[src/rtl/uart_pkt_pkg.sv]
// Shared types and constants for the UART RX packet parser.
// Frame checksum support is selected with the UART_PKT_CSUM_EN macro.
package uart_pkt_pkg;

  typedef enum logic [2:0] {
    HUNT,
    LEN,
    PAY,
    CSUM,
    DONE
  } state_t;

  localparam logic [1:0] ERR_NONE = 2'd0;
  localparam logic [1:0] ERR_LEN  = 2'd1;
  localparam logic [1:0] ERR_CSUM = 2'd2;
  localparam logic [1:0] ERR_TMO  = 2'd3;

  localparam logic [7:0] SOF_DEFAULT = 8'hA5;

endpackage

[src/rtl/uart_rx_byte_fetch.sv]
// Pops the RX FIFO one byte at a time and holds it in a single byte register,
// offered to the parser with a valid/ready handshake.
module uart_rx_byte_fetch (
  input  logic       clk,
  input  logic       rst_n,
  input  logic       rx_empty,
  output logic       rx_rd_en,
  input  logic [7:0] rx_rd_data,
  output logic       byte_valid,
  output logic [7:0] byte_data,
  input  logic       byte_ready,
  output logic       byte_land
);

  logic pend;

  // Pop only when the register will be free by the time the data lands.
  assign rx_rd_en  = !rx_empty && !pend && (!byte_valid || byte_ready);
  assign byte_land = pend;

  // NOTE: sequential state uses non-blocking assignments; the data register is
  // reset as well so the payload bus reads zero coming out of reset.
  always_ff @(posedge clk or negedge rst_n) begin
    if (!rst_n) begin
      pend       <= 1'b0;
      byte_valid <= 1'b0;
      byte_data  <= 8'h00;
    end else begin
      pend <= rx_rd_en;
      if (pend) begin
        byte_valid <= 1'b1;
        byte_data  <= rx_rd_data;
      end else if (byte_ready) begin
        byte_valid <= 1'b0;
      end
    end
  end

endmodule

[src/rtl/uart_rx_pkt_parser.sv]
// Frame parser on the UART RX FIFO: [SOF, LEN, PAYLOAD x LEN, (CSUM)] -> payload stream.
// Define UART_PKT_CSUM_EN to require the trailing checksum byte.
module uart_rx_pkt_parser
  import uart_pkt_pkg::*;
#(
  parameter logic [7:0] SOF_BYTE    = SOF_DEFAULT,
  parameter int         MAX_LEN     = 64,
  parameter int         TIMEOUT_CYC = 50000,
  parameter int         CNT_W       = 16
) (
  input  logic             clk,
  input  logic             rst_n,
  input  logic             rx_empty,
  output logic             rx_rd_en,
  input  logic [7:0]       rx_rd_data,
  output logic             m_valid,
  input  logic             m_ready,
  output logic [7:0]       m_data,
  output logic             m_last,
  output logic             pkt_done,
  output logic             pkt_ok,
  output logic [1:0]       err_code,
  output logic [CNT_W-1:0] pkt_cnt,
  output logic [CNT_W-1:0] err_cnt
);

  localparam int               TMO_W     = $clog2(TIMEOUT_CYC + 1);
  localparam logic [7:0]       MAX_LEN_B = 8'(MAX_LEN);
  localparam logic [TMO_W-1:0] TMO_LAST  = TMO_W'(TIMEOUT_CYC - 1);

  logic             byte_valid, byte_ready, byte_land;
  logic [7:0]       byte_data;
  state_t           state, state_nxt;
  logic [7:0]       len_q, idx_q;
  logic [TMO_W-1:0] tmo_q;
  logic             tmo_run, tmo_hit, err_fire, len_load, pay_hs, is_last;
`ifdef UART_PKT_CSUM_EN
  logic [7:0]       csum_q;
`endif

  uart_rx_byte_fetch u_fetch (
    .clk        (clk),
    .rst_n      (rst_n),
    .rx_empty   (rx_empty),
    .rx_rd_en   (rx_rd_en),
    .rx_rd_data (rx_rd_data),
    .byte_valid (byte_valid),
    .byte_data  (byte_data),
    .byte_ready (byte_ready),
    .byte_land  (byte_land)
  );

  // The timer only runs while a frame is open and nothing is fetched or in flight.
  assign tmo_run = (state == LEN || state == PAY || state == CSUM) && !byte_valid && !byte_land;
  assign tmo_hit = tmo_run && (tmo_q == TMO_LAST);
  assign is_last = (idx_q == len_q - 8'd1);
  assign m_data  = byte_data;

  // NOTE: every output of this block gets a default first so no latch is inferred.
  always_comb begin
    state_nxt  = state;
    byte_ready = 1'b0;
    m_valid    = 1'b0;
    m_last     = 1'b0;
    pkt_done   = 1'b0;
    pkt_ok     = 1'b0;
    err_fire   = 1'b0;
    err_code   = ERR_NONE;
    len_load   = 1'b0;
    pay_hs     = 1'b0;
    case (state)
      HUNT: begin
        byte_ready = byte_valid;
        if (byte_valid && byte_data == SOF_BYTE) state_nxt = LEN;
      end
      LEN: begin
        byte_ready = byte_valid;
        if (byte_valid) begin
          if (byte_data != 8'd0 && byte_data <= MAX_LEN_B) begin
            len_load  = 1'b1;
            state_nxt = PAY;
          end else begin
            err_fire = 1'b1;
            err_code = ERR_LEN;
          end
        end else if (tmo_hit) begin
          err_fire = 1'b1;
          err_code = ERR_TMO;
        end
      end
      PAY: begin
        m_valid    = byte_valid;
        m_last     = byte_valid && is_last;
        byte_ready = byte_valid && m_ready;
        if (byte_valid && m_ready) begin
          pay_hs = 1'b1;
`ifdef UART_PKT_CSUM_EN
          if (is_last) state_nxt = CSUM;
`else
          if (is_last) state_nxt = DONE;
`endif
        end else if (tmo_hit) begin
          err_fire = 1'b1;
          err_code = ERR_TMO;
        end
      end
`ifdef UART_PKT_CSUM_EN
      CSUM: begin
        byte_ready = byte_valid;
        if (byte_valid) begin
          if (byte_data == csum_q) begin
            state_nxt = DONE;
          end else begin
            err_fire = 1'b1;
            err_code = ERR_CSUM;
          end
        end else if (tmo_hit) begin
          err_fire = 1'b1;
          err_code = ERR_TMO;
        end
      end
`endif
      DONE: begin
        pkt_done  = 1'b1;
        pkt_ok    = 1'b1;
        state_nxt = HUNT;
      end
      default: state_nxt = HUNT;
    endcase
    if (err_fire) begin
      pkt_done  = 1'b1;
      state_nxt = HUNT;
    end
  end

  always_ff @(posedge clk or negedge rst_n) begin
    if (!rst_n) begin
      state   <= HUNT;
      len_q   <= 8'd0;
      idx_q   <= 8'd0;
      tmo_q   <= '0;
      pkt_cnt <= '0;
      err_cnt <= '0;
    end else begin
      state <= state_nxt;
      if (len_load) begin
        len_q <= byte_data;
        idx_q <= 8'd0;
      end else if (pay_hs) begin
        idx_q <= idx_q + 8'd1;
      end
      tmo_q <= (tmo_run && !tmo_hit) ? tmo_q + TMO_W'(1) : '0;
      if (state == DONE && pkt_cnt != {CNT_W{1'b1}}) pkt_cnt <= pkt_cnt + CNT_W'(1);
      if (err_fire && err_cnt != {CNT_W{1'b1}}) err_cnt <= err_cnt + CNT_W'(1);
    end
  end

`ifdef UART_PKT_CSUM_EN
  always_ff @(posedge clk or negedge rst_n) begin
    if (!rst_n) begin
      csum_q <= 8'd0;
    end else if (len_load) begin
      csum_q <= byte_data;
    end else if (pay_hs) begin
      csum_q <= csum_q ^ byte_data;
    end
  end
`endif

endmodule
[config.mk]
export PLATFORM = sky130hd
export DESIGN_NAME = uart_rx_pkt_parser
export DESIGN_NICKNAME = d
export VERILOG_FILES = /design/src/rtl/uart_pkt_pkg.sv /design/src/rtl/uart_rx_byte_fetch.sv /design/src/rtl/uart_rx_pkt_parser.sv
export SDC_FILE = /design/constraint.sdc
export NUM_CORES = 1
export LEC_CHECK = 0
export ABC_AREA = 0
export BUFFER_PORTS_ARGS = -buffer_cell sky130_fd_sc_hd__buf_4
export CAP_MARGIN = 20
export CORE_AREA = 4 4 89 91
export CTS_CLUSTER_DIAMETER = 60
export DETAILED_ROUTE_END_ITERATION = 6
export DIE_AREA = 0 0 93 95
export HOLD_SLACK_MARGIN = 0.15
export PLACE_DENSITY = 0.73
export SLEW_MARGIN = 20
export SYNTH_ARGS = -nofsm -noshare
export SYNTH_HDL_FRONTEND = slang
export SYNTH_SLANG_ARGS = --single-unit
export TNS_END_PERCENT = 30
[constraint.sdc]
create_clock -name clk -period 2.95 [get_ports clk]
set_clock_uncertainty 0.2 [all_clocks]
set_input_delay 0.1475 -clock clk [delete_from_list [all_inputs] [get_ports clk]]
set_output_delay 0.1475 -clock clk [all_outputs]
set_load 0.03 [all_outputs]
==> flow_summary.json <==
{
  "synth_area_leaders": "dfrtp_1, xnor2_1, xor2_1",
  "synthFlopType": "dfrtp_1",
  "dp_hpwl_um": 5610,
  "async_flop_share_pct": 100,
  "port_buffers": 58,
  "layout_commonest_cell": "dfrtp_1",
  "grt_pass1_vias": 2906,
  "synth.avg_cell_area_um2": 10.6,
  "fmax_ghz": 0.363,
  "synth_nets": 383,
  "drive_above_1_share_pct": 23.9,
  "syn_to_final_growth_pct": 22.5,
  "ys_warn_count": 0,
  "ys_seq_area_share_pct": 49.8,
  "status": "complete, no violations",
  "syn-cell-area_um2": 3870,
  "power-per-cell-area_nw_per_um2": 529,
  "place_congestion": 0.848,
  "synth_edf_count": 0,
  "critPathMaxFanout": 6,
  "wl_um": 7960,
  "diodes": 0,
  "setup_tns_ns": 0,
  "vias_per_cell": 5.42,
  "post-cts-setup-buffer-count": 0,
  "die_x_um": 93,
  "drt-initial-drc-count": 106,
  "final_cell_mix": "dfrtp_1, buf_4, nor2_1, xnor2_1, xor2_1",
  "tightestPinTransition_ns": 0.937,
  "core_region_area_um2": 7140,
  "cts_root_buffer": "clkbuf_8",
  "cts_buffer_depth": 2,
  "start_kind": "flop",
  "cts_hold_buf": 12,
  "h-tree-depth": 3,
  "clkTransAtPathRegs_ns": 0.09,
  "fp.dieH_um": 95,
  "startpoint": "len_q[2]",
  "yosys.area.top_type": "dfrtp_1",
  "fin_crit_sh_pct": 93.4,
  "vias": 2942,
  "critPathRequiredTime_ns": 2.60,
  "power_leakage_nw": 2.16,
  "final_hold_viol_count": 0,
  "synth_top_area_share_pct": 49.8,
  "cts_resized": 0,
  "max_cap_violations": 0,
  "dieArea_um2": 8840,
  "wl_per_cell_um": 14.7,
  "drc_errors": 0,
  "cts_buffers": 9,
  "ios": 59,
  "cts.sinks": 77,
  "start_util_pct": 54.2,
  "synth_seq_cells": 77,
  "setup_viol": 0,
  "row_count": 31,
  "grt_usage_pct": 19.6,
  "reg2reg_from": "u_fetch.byte_land",
  "timing.hold.ws_ns": 0.288,
  "grt_pass1_wl_um": 13600,
  "peakVddDrop_uv": 344,
  "ant_nets": 0,
  "drtPass1Iterations": 4,
  "grt_setup_unrepaired": "no",
  "antenna_found_initial": 0,
  "clk_latency_ns": 0.35,
  "worst_slew_margin_rel_pct": 37.5,
  "worstPathArrival_ns": 2.41,
  "grt_max_degree": 78,
  "synthDistinctLibCells": 51,
  "final_nets": 456,
  "period_minus_slack_ns": 2.76,
  "crit_type": "reg2out",
  "overflow": 0,
  "hp-class": "in2async",
  "syn_inst": 366,
  "cts_tree": "yes",
  "endpoint_kind": "primary output",
  "maxSlewViolCount": 0
}
==> where the power goes <==
part,internal (mW),leakage (nW),total (mW),switching [mW]
Combinational,0.170,1.04,0.367,0.197
Sequential,1.12,1.01,1.24,0.112
Clock,0.505,0.110,0.902,0.396
Total,1.80,2.16,2.51,0.706
==> cells by family after synthesis <==
| family | after synthesis | synth area share, % |
|---|---|---|
| muxes | 16 | 4.63 |
| xor gates and xnor gates | 57 | 12.9 |
| DFF | 77 | 49.8 |
| AOI/OAI and AO/OA | 33 | 5.60 |
| buffers and inverters | 18 | 2.43 |
| and+or+nand+nor | 160 | 23.0 |
| adders and majority gates | 5 | 1.62 |
==> flip-flops by register name, summed over array words and instances (netlist names) <==
signal / flops
state: 3
len_q: 8
pkt_cnt: 16
u_fetch.byte_valid: 1
u_fetch.byte_land: 1
err_cnt: 16
idx_q: 8
u_fetch.byte_data: 8
tmo_q: 16
==> worst paths after layout <==
path	end	slack (ns)	depth (start not counted)
min reg2reg	err_cnt[11]	0.29	1
max	m_last	0.19	7
max reg2reg	err_cnt[1]	0.59	5
min in group clk	err_cnt[11]	0.29	1
min	tmo_q[13]	0.29	2
max in group asynchronous	len_q[6]	1.66	2
==> critical path, cell delays in order (launching register included) <==
cell      delay (ns)
dfrtp_1         0.44
or4_1           0.60
nor4b_1         0.31
a32oi_1         0.09
nand2_1         0.08
and4bb_2        0.26
and2_1          0.13
buf_4           0.15
==> cells in the mapped netlist (2+ instances only) <==
cell	n
a21oi_1	9
ha_1	5
nand3_1	17
nand2b_1	4
nor3b_1	2
clkbuf_1	5
nor3_2	4
buf_4	2
nor4bb_1	3
o21ai_0	6
xor2_1	28
and4_1	5
nand4b_1	2
nand2_1	27
and2_1	7
nor4b_1	3
a21o_1	2
xnor2_1	29
dfrtp_1	77
nand4_1	12
nor2b_1	4
nor3_1	7
inv_1	5
mux2_2	14
buf_2	3
and3_1	15
a31oi_1	6
buf_6	2
nor2_1	39
==> metal layers <==
metal	part of all wire, %	vias to the layer above	track usage (%)
met5	0	-	0
met4	1.8	0	7.45
met3	4.0	14	5.50
met2	50	64	33.4
met1	44	1443	23.6
li1	-	1421	-
==> final cells by class <==
cell class	instances	area (um2)
fill	607	2400
multi-input combinational	271	1850
timing repair buffer	75	593
sequential	77	1930
tap	99	124
inverter	5	18.8
clock buffer	10	138
clock inverter	6	92.6
==> per-stage QoR <==
stage / cells / total power, mW / util (%) / instance area [um2] / worst slack (ns)
4_1_cts: 543 / 2.54 / 66.4 / 4740 / 0.156
5_1_grt: 543 / 2.63 / 66.4 / 4740 / 0.0478
3_3_place_gp: 515 / 1.60 / 61.5 / 4390 / 0.636
2_1_floorplan: 366 / 1.47 / - / 3870 / 0.368
3_5_place_dp: 515 / 1.61 / 61.5 / 4390 / 0.562
6_report: 543 / 2.51 / 66.4 / 4740 / 0.193
(Power assumes the default switching activity.)
